File: src/rtl/key_load_reg.sv
// key_load_reg
//   Serial-load key register for locked netlists. KEY_W key bits arrive one
//   per accepted cycle, optionally followed by one even-parity bit. key_out
//   stays all-zero (netlist locked) until a complete, parity-clean key has
//   been committed.
//
// Ports
//   C          in   1      clock, rising edge
//   R          in   1      asynchronous reset, active-high
//   start      in   1      begin/restart a key load (wins over bit_vld)
//   bit_in     in   1      serial key bit
//   bit_vld    in   1      bit_in valid this cycle
//   key_out    out  KEY_W  committed key, zero when not ready
//   key_ready  out  1      key_out holds a valid key
//   key_err    out  1      last load failed parity, sticky until start/R
//   busy       out  1      load in progress (SHIFT or CHECK)
//   bit_cnt    out  CW     bits accepted in the current load
module key_load_reg #(
  parameter int KEY_W     = 64,
  parameter int PARITY_EN = 1,
  parameter int LSB_FIRST = 1,
  localparam int CW       = $clog2(KEY_W + PARITY_EN + 1)
) (
  input  logic             C,
  input  logic             R,
  input  logic             start,
  input  logic             bit_in,
  input  logic             bit_vld,
  output logic [KEY_W-1:0] key_out,
  output logic             key_ready,
  output logic             key_err,
  output logic             busy,
  output logic [CW-1:0]    bit_cnt
);

  localparam int N = KEY_W + PARITY_EN;
  localparam logic [CW-1:0] LAST_CNT = CW'(N - 1);
  localparam logic [CW-1:0] KEY_CNT  = CW'(KEY_W);

  typedef enum logic [1:0] {IDLE, SHIFT, CHECK, READY} state_t;

  state_t           state_q;
  state_t           state_d;
  logic [KEY_W-1:0] shift_reg;
  logic             par_acc;
  logic             par_ok;
  logic             last_bit;

  // Insert one received bit so that the first bit of the load ends up at
  // key_out[0] (LSB_FIRST=1) or key_out[KEY_W-1] (LSB_FIRST=0) after KEY_W bits.
  function automatic logic [KEY_W-1:0] shift_in(input logic [KEY_W-1:0] sr,
                                                input logic b);
    if (LSB_FIRST != 0) shift_in = {b, sr[KEY_W-1:1]};
    else                shift_in = {sr[KEY_W-2:0], b};
  endfunction

  // Running XOR covers key and parity bits, so even parity leaves it at 0.
  assign par_ok   = (PARITY_EN == 0) ? 1'b1 : ~par_acc;
  assign last_bit = bit_vld && (bit_cnt == LAST_CNT);

  always_ff @(posedge C or posedge R) begin
    if (R) state_q <= IDLE;
    else   state_q <= state_d;
  end

  always_comb begin
    state_d = state_q;
    if (start) begin
      state_d = SHIFT;
    end else begin
      case (state_q)
        SHIFT:   if (last_bit) state_d = CHECK;
        CHECK:   state_d = par_ok ? READY : IDLE;
        default: state_d = state_q;
      endcase
    end
  end

  always_comb begin
    busy = (state_q == SHIFT) || (state_q == CHECK);
  end

  always_ff @(posedge C or posedge R) begin
    if (R) begin
      shift_reg <= '0;
      par_acc   <= 1'b0;
      bit_cnt   <= '0;
      key_out   <= '0;
      key_ready <= 1'b0;
      key_err   <= 1'b0;
    end else if (start) begin
      shift_reg <= '0;
      par_acc   <= 1'b0;
      bit_cnt   <= '0;
      key_out   <= '0;
      key_ready <= 1'b0;
      key_err   <= 1'b0;
    end else begin
      case (state_q)
        SHIFT: begin
          if (bit_vld) begin
            bit_cnt <= bit_cnt + CW'(1);
            par_acc <= par_acc ^ bit_in;
            // The trailing parity bit never enters the key register.
            if (bit_cnt < KEY_CNT) shift_reg <= shift_in(shift_reg, bit_in);
          end
        end
        CHECK: begin
          if (par_ok) begin
            key_out   <= shift_reg;
            key_ready <= 1'b1;
          end else begin
            key_err   <= 1'b1;
          end
        end
        default: ;
      endcase
    end
  end

endmodule
File: config.mk
export PLATFORM = sky130hd
export DESIGN_NAME = key_load_reg
export DESIGN_NICKNAME = d
export VERILOG_FILES = /design/src/rtl/key_load_reg.sv
export SDC_FILE = /design/constraint.sdc
export NUM_CORES = 1
export LEC_CHECK = 0
export CAP_MARGIN = 40
export CORE_MARGIN = 2
export CORE_UTILIZATION = 39
export DETAILED_ROUTE_END_ITERATION = 12
export PLACE_DENSITY = 0.63
export SETUP_SLACK_MARGIN = 0.3
export SLEW_MARGIN = 20
export SYNTH_ARGS = -nofsm -noshare
export SYNTH_HDL_FRONTEND = slang
export SYNTH_SLANG_ARGS = --single-unit
export TNS_END_PERCENT = 1
File: constraint.sdc
create_clock -name C -period 8 [get_ports C]
set_input_delay 1.6 -clock C [delete_from_list [all_inputs] [get_ports C]]
set_output_delay 1.6 -clock C [all_outputs]
set_load 0.01 [all_outputs]
Yosys cells after proc, flatten, opt, wreduce, memory -nomap -nowiden:

Index checks and enable logic that the tools add are counted.

* output and inout port bits: 74
* bits of input ports: 5
* word-level logic and storage cells: 51
* bits in registers: 140

* reductions and logical operators: 13
* equal/unequal tests: 5
* bitwise operators: 1
* $add $sub $neg: 1
* magnitude comparators: 1
* muxes and demuxes: 23

Operators with widths (number)
* $mux W64: 7
* $mux W7: 3
* $reduce_bool A2 Y1: 5
* $mux W1: 9
* $reduce_and A2 Y1: 4
* $add A7 B1 Y7 const B: 1
* $eq A7 B7 Y1 const B: 1
* $lt A7 B7 Y1 const B: 1
* $mux W2: 3
* $pmux W2 S2: 1
* $ne A3 B3 Y1 const B: 1
* $reduce_and A3 Y1: 1
* $reduce_bool A3 Y1: 1
* $eq A2 B1 Y1 const B: 1
* $eq A2 B2 Y1 const B: 1
* $ne A2 B2 Y1 const B: 1
* $logic_and A1 B1 Y1: 1
* $logic_or A1 B1 Y1: 1
* $xor A1 B1 Y1: 1

Longest topological paths before layout:

Gate-level depths: netlist (run 1).

* word-level depth: 5
* depth in mapped cells: 8
* mapped depth without buffers: 5

Worst setup path before layout (run 1):

OpenSTA, ideal clock, no wires.

* path kind: input to register
* start: input start
* end: register bit_cnt[5]
* required time: 7.922 ns
* stages on the path: 4
* library setup time: 0.078 ns
* setup slack: 5.438 ns
* path buffers: 1
* arrival: 2.484 ns
* path through: buf_2 a21oi_2 or4_1 a21oi_1

* longest elaborated chain between the ends: 2
* elaborated cells between the ends (all ways): 4
* those cells by class: mux (1); reduce/logical (3)

Ends and longest elaborated chain
* start, declared: RTL line 26 `input logic start,`
* $reduce_bool A2 Y1 (no source line)
* $reduce_and A2 Y1 (no source line)
* end signal, assigned: RTL line 102 `bit_cnt <= bit_cnt + CW'(1);`
* end, declared: RTL line 33 `output logic [CW-1:0] bit_cnt`

Several ways; a longest one is shown, not always the timed one.
A chain may end at the register's enable or synchronous reset.

Worst setup path after layout (run 1):

* start: register state_q[0]
* end: output busy

* longest elaborated chain between the ends: 2
* elaborated cells between the ends (all ways): 3
* those cells by class: eq/ne (2); reduce/logical (1)

Ends and longest elaborated chain
* start, declared: RTL line 42 `state_t state_q;`
* start signal, assigned: RTL line 63 `else state_q <= state_d;`
* $eq A2 B1 Y1 or $eq A2 B2 Y1 (tied branches): RTL line 80 `busy = (state_q == SHIFT) || (state_q == CHECK);`
* $logic_or A1 B1 Y1 *: RTL line 80
* end, declared: RTL line 32 `output logic busy,`

Mark *: on every way between the ends. The rest lies on a longest branch, timed or not.

==> impl_metrics.prom, run 1 <==
# TYPE chip_impl_metric gauge
chip_impl_metric{name="floorplan.die.width",unit="um"} 122
chip_impl_metric{name="grt_start_max_net_pins",unit=""} 81
chip_impl_metric{name="synth_nets",unit=""} 499
chip_impl_info{name="tritoncts",value="done"} 1
chip_impl_info{name="worstHoldPathType",value="flop to flop"} 1
chip_impl_metric{name="setup_viol_count_final",unit=""} 0
chip_impl_metric{name="synthesis.yosys.warnings",unit=""} 0
chip_impl_metric{name="post_synthesis_cell_count",unit=""} 490
chip_impl_metric{name="fraction_of_final_layout_cells_sized_beyond_drive_strength_1",unit=""} 0.0773
chip_impl_info{name="yosys_most_used_dff",value="dfrtp_1"} 1
chip_impl_metric{name="clock_skew_after_layout",unit="ns"} 0.00785
chip_impl_metric{name="worstPathRequired",unit="ns"} 6.40
chip_impl_metric{name="post-cts-setup-buffers",unit=""} 0
chip_impl_metric{name="irDropWorstVdd",unit="mV"} 0.135
chip_impl_metric{name="postCtsResizedCells",unit=""} 0
chip_impl_metric{name="critPathMaxFanout",unit=""} 2
chip_impl_metric{name="routed_wirelength_normalized_by_instance_count",unit="um"} 14.6
chip_impl_metric{name="cp_data_arrival_time",unit="ns"} 1.72
chip_impl_metric{name="grt_antenna_before_repair",unit=""} 0
chip_impl_info{name="synth_top_cells_by_area",value="dfrtp_1, a22o_1, nand2_1"} 1
chip_impl_metric{name="synthDominantCellAreaShare",unit=""} 0.649
chip_impl_metric{name="io_pins",unit=""} 79
chip_impl_metric{name="clock_path_buffers",unit=""} 2
chip_impl_metric{name="fin_tns_setup",unit="ns"} 0
chip_impl_metric{name="viasPerCell",unit=""} 5.07
chip_impl_metric{name="numPortBuffers",unit=""} 78
chip_impl_metric{name="dr_total_vias",unit=""} 3798
chip_impl_metric{name="worst_pin_slew",unit="ns"} 0.716
chip_impl_metric{name="timing.slew.headroom",unit=""} 0.522
chip_impl_info{name="synth_commonest_cells",value="dfrtp_1, nand2_1, a21oi_1, a22o_1, buf_2"} 1
chip_impl_info{name="criticalPathCategory",value="flop to primary output"} 1
chip_impl_metric{name="final_period_minus_worst_setup_slack",unit="ns"} 3.32
chip_impl_metric{name="clkTransAtPathRegs",unit="ns"} 0.06
chip_impl_metric{name="cts_inserted_buffers",unit=""} 17
chip_impl_metric{name="finalWirelength",unit="um"} 10900
chip_impl_metric{name="final_net_count",unit=""} 567
chip_impl_metric{name="post_cts_hold_buffer_count",unit=""} 0
chip_impl_metric{name="globalRoute.totalOverflow",unit=""} 0
chip_impl_metric{name="hold_violations",unit=""} 0
chip_impl_metric{name="synth_area_per_cell",unit="um^2"} 11.0
chip_impl_metric{name="hpwlAfterDp",unit="um"} 6330
chip_impl_metric{name="start_util",unit=""} 0.394
chip_impl_metric{name="cts_htree_levels",unit=""} 4
chip_impl_metric{name="timing.final.crit_share",unit=""} 0.415
chip_impl_metric{name="timing.max_cap.violations",unit=""} 0
chip_impl_metric{name="unique_cell_type_count_in_the_yosys_netlist",unit=""} 29
chip_impl_metric{name="placement.setup.worst_slack",unit="ns"} 4.55
chip_impl_metric{name="yosysSeqAreaShare",unit=""} 0.649
chip_impl_metric{name="fmax",unit="GHz"} 0.301
chip_impl_info{name="critPathLaunchType",value="flop"} 1
chip_impl_info{name="busiest_layer",value="met2"} 1
chip_impl_metric{name="rrSetupSlack",unit="ns"} 6.00
chip_impl_metric{name="grt.met2_usage",unit=""} 0.263
chip_impl_metric{name="clkLatencyLatePin",unit="ns"} 0.41
chip_impl_metric{name="area_of_the_core",unit="um^2"} 13700
chip_impl_metric{name="antenna_violating_nets_post_route",unit=""} 0
chip_impl_metric{name="detailedRoute.firstIterationViolations",unit=""} 241
chip_impl_metric{name="die_area",unit="um^2"} 14800
chip_impl_metric{name="gp_congestion",unit=""} 0.716
chip_impl_metric{name="area_overhead_of_the_layout_relative_to_synthesis",unit="%"} 29.1
chip_impl_metric{name="synth_enable_flop_cells",unit=""} 0
chip_impl_metric{name="power-per-cell-area",unit="nW/um^2"} 245
chip_impl_info{name="yosys.cell_count.top_type",value="dfrtp_1"} 1
chip_impl_metric{name="rows",unit=""} 43
chip_impl_metric{name="first_global_vias",unit=""} 3885
chip_impl_metric{name="grt_use_total",unit=""} 0.163
chip_impl_metric{name="async_flop_share",unit=""} 1.00
chip_impl_metric{name="post_route_worst_setup_slack",unit="ns"} 4.68
chip_impl_info{name="synthDominantAreaCellType",value="dfrtp_1"} 1
chip_impl_metric{name="cellLeakagePower",unit="uW"} 0.00302
chip_impl_metric{name="drc_violations",unit=""} 0
chip_impl_metric{name="globalRouteMet3Util",unit=""} 0.0454
chip_impl_metric{name="final_util",unit=""} 0.508
chip_impl_metric{name="placedCellCount",unit=""} 718
chip_impl_metric{name="final_std_cells_w_o_fill",unit=""} 749
chip_impl_info{name="sort_of_element_at_the_end_of_the_critical_path",value="primary output"} 1
chip_impl_metric{name="slew_viol_final",unit=""} 0
chip_impl_info{name="clockRootBuffer",value="clkbuf_16"} 1
chip_impl_metric{name="drt_pre_antenna_iters",unit=""} 4
chip_impl_metric{name="synth.ff_latch_count",unit=""} 140
chip_impl_info{name="grt_setup_unrepaired",value="no"} 1
chip_impl_metric{name="die_h",unit="um"} 122
chip_impl_metric{name="grt_pass1_wl",unit="um"} 19000
chip_impl_metric{name="fin_worst_hold_slack",unit="ns"} 0.497
chip_impl_metric{name="clock_sink_count",unit=""} 140
chip_impl_metric{name="post_synth_instance_area",unit="um^2"} 5400
chip_impl_metric{name="globalRouteMet1Util",unit=""} 0.212
chip_impl_info{name="run_status",value="finished clean"} 1
chip_impl_metric{name="inserted_diodes",unit=""} 0
-- critical path, cell delays in order (launching register included) --
cell	delay, ns
dfrtp_1	0.37
inv_1	0.07
ha_1	0.30
inv_1	0.06
clkdlybuf4s50_1	0.52
-- cell usage in the layout, fill, tap and decap left out, types with 2 or more instances in the layout --
cell / n
clkbuf_1: 2
ha_1: 4
a22o_1: 63
buf_12: 2
bufinv_16: 6
inv_6: 2
buf_4: 5
clkinvlp_4: 2
nor2_4: 2
o21ai_0: 2
or3_2: 2
dfrtp_1: 140
a21oi_1: 72
xor2_1: 2
inv_1: 6
clkdlybuf4s50_1: 77
o31ai_1: 2
clkbuf_16: 17
or4_1: 2
nand3_1: 5
nor2_1: 6
nand2_1: 134
-- through the flow --
stage	total power [uW]	area (um^2)
6_report	1710	6980
5_1_grt	1780	6980
4_1_cts	1730	6960
2_1_floorplan	818	5400
3_5_place_dp	852	6300
3_3_place_gp	847	6280
-- layout make-up --
class	count	area, um^2
clock buffers	19	433
inverters	7	31.3
fillers	1235	6740
repair buffers	85	853
clock inverters	11	218
flip-flops and latches	140	3500
multi-input cells	307	1710
well taps	180	225
-- report_power, final --
part	internal [uW]	total, uW	switching (uW)
Combinational	28.4	121	92.3
Sequential	714	718	4.64
Clock	582	871	289
Total	1320	1710	386
-- layer usage --
layer	up-vias	routed length, um
met5	-	0
met4	0	159
met3	13	401
met2	78	5340
met1	1883	5010
li1	1824	-
-- path summary, 6_finish.rpt --
kind | start | end | cells past startpoint
worst max-delay path | state_q[0] | busy | 4
worst min-delay path | key_out[31] | key_out[31] | 1
worst max register to register | state_q[1] | shift_reg[45] | 6
worst min register to register | key_out[31] | key_out[31] | 1
max in group asynchronous | R | key_out[19] | 3
min in group asynchronous | R | key_out[41] | 2
-- cell families (layout without fill, tap and decap cells) --
group	count (synthesis)	after routing	synth area share
simple gates	157	157	0.120
compound gates	141	141	0.178
flops	140	140	0.649
buf+inv	43	122	0.0354
fa+ha+maj	4	4	0.00927
xor+xnor	3	3	0.00487
mux	2	2	0.00394
Note: power is estimated with default switching activity, not from simulation.
==> run 2: changes to the inputs <==
==> constraint.sdc (replaced) <==
create_clock -name C -period 3.1 [get_ports C]
set_input_delay 0.62 -clock C [delete_from_list [all_inputs] [get_ports C]]
set_output_delay 0.62 -clock C [all_outputs]
set_load 0.01 [all_outputs]
==> run 2 against run 1 <==
  * Clock power is 130% higher
  * Power is 150% higher
  * Global-route usage is 0.13 points higher
  * Setup slack worse by 3.9 ns
  * Die area stayed put
  * Core utilization is 0.38 points lower
  * First-iteration DRC count is 20% higher
  * Critical path depth is 1 lower
  * Final cell count is 0.27% higher
  * Hold slack worse by 0.0049 ns
  * Design area is 0.75% lower
  * Critical endpoint unchanged
  * Highest routed layer unchanged
==> impl_metrics.prom, run 2 (same netlist as run 1, synthesis figures left out) <==
# TYPE chip_impl_metric gauge
chip_impl_metric{name="postCtsResizedCells",unit=""} 0
chip_impl_metric{name="drt_pre_antenna_iters",unit=""} 5
chip_impl_metric{name="wl_met1",unit="um"} 5300
chip_impl_metric{name="cp_data_arrival_time",unit="ns"} 1.67
chip_impl_metric{name="fraction_of_final_layout_cells_sized_beyond_drive_strength_1",unit=""} 0.0823
chip_impl_metric{name="fmax",unit="GHz"} 0.436
chip_impl_metric{name="hold_violations",unit=""} 0
chip_impl_metric{name="timing.slew.headroom",unit=""} 0.526
chip_impl_metric{name="post_cts_hold_buffer_count",unit=""} 0
chip_impl_metric{name="start_util",unit=""} 0.394
chip_impl_info{name="mostFrequentLayoutCell",value="dfrtp_1"} 1
chip_impl_metric{name="clock_skew_after_layout",unit="ns"} 0.0113
chip_impl_info{name="criticalPathCategory",value="flop to primary output"} 1
chip_impl_info{name="worstHoldPathType",value="flop to flop"} 1
chip_impl_metric{name="gp_congestion",unit=""} 0.721
chip_impl_metric{name="irDropWorstVdd",unit="mV"} 0.359
chip_impl_info{name="run_status",value="finished clean"} 1
chip_impl_metric{name="critPathMaxFanout",unit=""} 3
chip_impl_metric{name="cts_htree_levels",unit=""} 4
chip_impl_metric{name="floorplan.die.width",unit="um"} 122
chip_impl_metric{name="clock_sink_count",unit=""} 140
chip_impl_metric{name="die_area",unit="um^2"} 14800
chip_impl_metric{name="io_pins",unit=""} 79
chip_impl_metric{name="worstPathRequired",unit="ns"} 2.48
chip_impl_metric{name="placement.setup.worst_slack",unit="ns"} 0.706
chip_impl_metric{name="clock_path_buffers",unit=""} 2
chip_impl_metric{name="timing.final.crit_share",unit=""} 0.739
chip_impl_metric{name="inserted_diodes",unit=""} 0
chip_impl_metric{name="globalRoute.totalOverflow",unit=""} 0
chip_impl_info{name="tritoncts",value="done"} 1
chip_impl_metric{name="route.met2.wl",unit="um"} 5370
chip_impl_metric{name="hpwlAfterDp",unit="um"} 6530
chip_impl_metric{name="worst_pin_slew",unit="ns"} 0.711
chip_impl_metric{name="area_of_the_core",unit="um^2"} 13700
chip_impl_metric{name="dr_total_vias",unit=""} 3818
chip_impl_metric{name="clkLatencyLatePin",unit="ns"} 0.41
chip_impl_metric{name="area_overhead_of_the_layout_relative_to_synthesis",unit="%"} 28.2
chip_impl_metric{name="numPortBuffers",unit=""} 78
chip_impl_metric{name="routed_wirelength_normalized_by_instance_count",unit="um"} 15.0
chip_impl_metric{name="finalWirelength",unit="um"} 11200
chip_impl_metric{name="rows",unit=""} 43
chip_impl_info{name="top_layer_used",value="met4"} 1
chip_impl_info{name="critPathLaunchType",value="flop"} 1
chip_impl_metric{name="clkTransAtPathRegs",unit="ns"} 0.06
chip_impl_metric{name="final_util",unit=""} 0.505
chip_impl_info{name="mostFrequentLayoutCells",value="dfrtp_1, nand2_1, clkdlybuf4s50_1, a21oi_1, a22o_1"} 1
chip_impl_metric{name="drc_violations",unit=""} 0
chip_impl_info{name="sort_of_element_at_the_end_of_the_critical_path",value="primary output"} 1
chip_impl_metric{name="antenna_violating_nets_post_route",unit=""} 0
chip_impl_metric{name="setup_viol_count_final",unit=""} 0
chip_impl_metric{name="route.met3.wl",unit="um"} 420
chip_impl_metric{name="final_period_minus_worst_setup_slack",unit="ns"} 2.29
chip_impl_metric{name="grt_antenna_before_repair",unit=""} 0
chip_impl_metric{name="power-per-cell-area",unit="nW/um^2"} 607
chip_impl_metric{name="grt_start_max_net_pins",unit=""} 141
chip_impl_metric{name="viasPerCell",unit=""} 5.08
chip_impl_metric{name="final_net_count",unit=""} 567
chip_impl_info{name="clockRootBuffer",value="clkbuf_16"} 1
chip_impl_metric{name="grt_pass1_wl",unit="um"} 19100
chip_impl_metric{name="cellLeakagePower",unit="uW"} 0.00299
chip_impl_metric{name="post_route_worst_setup_slack",unit="ns"} 0.808
chip_impl_metric{name="fin_tns_setup",unit="ns"} 0
chip_impl_metric{name="post-cts-setup-buffers",unit=""} 0
chip_impl_metric{name="slew_viol_final",unit=""} 0
chip_impl_metric{name="placedCellCount",unit=""} 719
chip_impl_info{name="grt_setup_unrepaired",value="no"} 1
chip_impl_metric{name="grt_use_total",unit=""} 0.164
chip_impl_metric{name="detailedRoute.firstIterationViolations",unit=""} 290
chip_impl_metric{name="die_h",unit="um"} 122
chip_impl_metric{name="cts_inserted_buffers",unit=""} 17
chip_impl_metric{name="timing.max_cap.violations",unit=""} 0
chip_impl_metric{name="first_global_vias",unit=""} 3795
chip_impl_metric{name="final_std_cells_w_o_fill",unit=""} 751
[run 2: changes by cell type in the layout (fill, tap and decap cells not counted)]
cell | previous run | this run
bufinv_16 | 6 | 3
clkinvlp_4 | 2 | 5
clkinv_2 | 1 | 3
clkinv_4 | 1 | 3
clkbuf_1 | 2 | 1
inv_6 | 2 | 1
[run 2: area by class of cell]
cell class	count	area, um^2
Tap cell	180	225
Timing Repair Buffer	85	853
Sequential cell	140	3500
Clock buffer	18	429
Fill cell	1193	6800
Inverter	7	30.0
Multi-Input combinational cell	307	1710
Clock inverter	14	170
[run 2: worst max-delay path, cell delays in order, from the launching register on]
cell and delay, ns:
dfrtp_1 0.40, ha_1 0.29, inv_1 0.05, clkdlybuf4s50_1 0.52
[run 2: per-stage QoR]
step	hold slack (ns)	instance area (um^2)	power, uW
after floorplan	0.466	5410	2110
after global placement	0.479	6320	2200
after detailed placement	0.485	6320	2200
after CTS	0.496	6920	4250
after global routing	0.516	6920	4360
final	0.492	6920	4200
[run 2: final timing paths]
check | from | endpoint | slack [ns] | cells after the start
worst max-delay path | state_q[1] | busy | 0.81 | 3
worst min-delay path | shift_reg[0] | key_out[0] | 0.49 | 1
worst max register to register | state_q[1] | shift_reg[34] | 1.14 | 6
worst min register to register | shift_reg[0] | key_out[0] | 0.49 | 1
max in group asynchronous | R | key_out[60] | 1.81 | 3
min in group asynchronous | R | key_out[14] | 0.80 | 3
[run 2: power breakdown]
part           switching [uW]  internal [uW]  total, uW
clock                     773           1270       2040
sequential               11.0           1840       1850
combinational             239           74.3        313
total                    1020           3180       4200
[run 2: per-layer routing]
layer,global-route usage,vias up
li1,-,1833
met2,0.257,79
met3,0.0454,10
met4,0.0618,0
met1,0.220,1896
met5,0,-
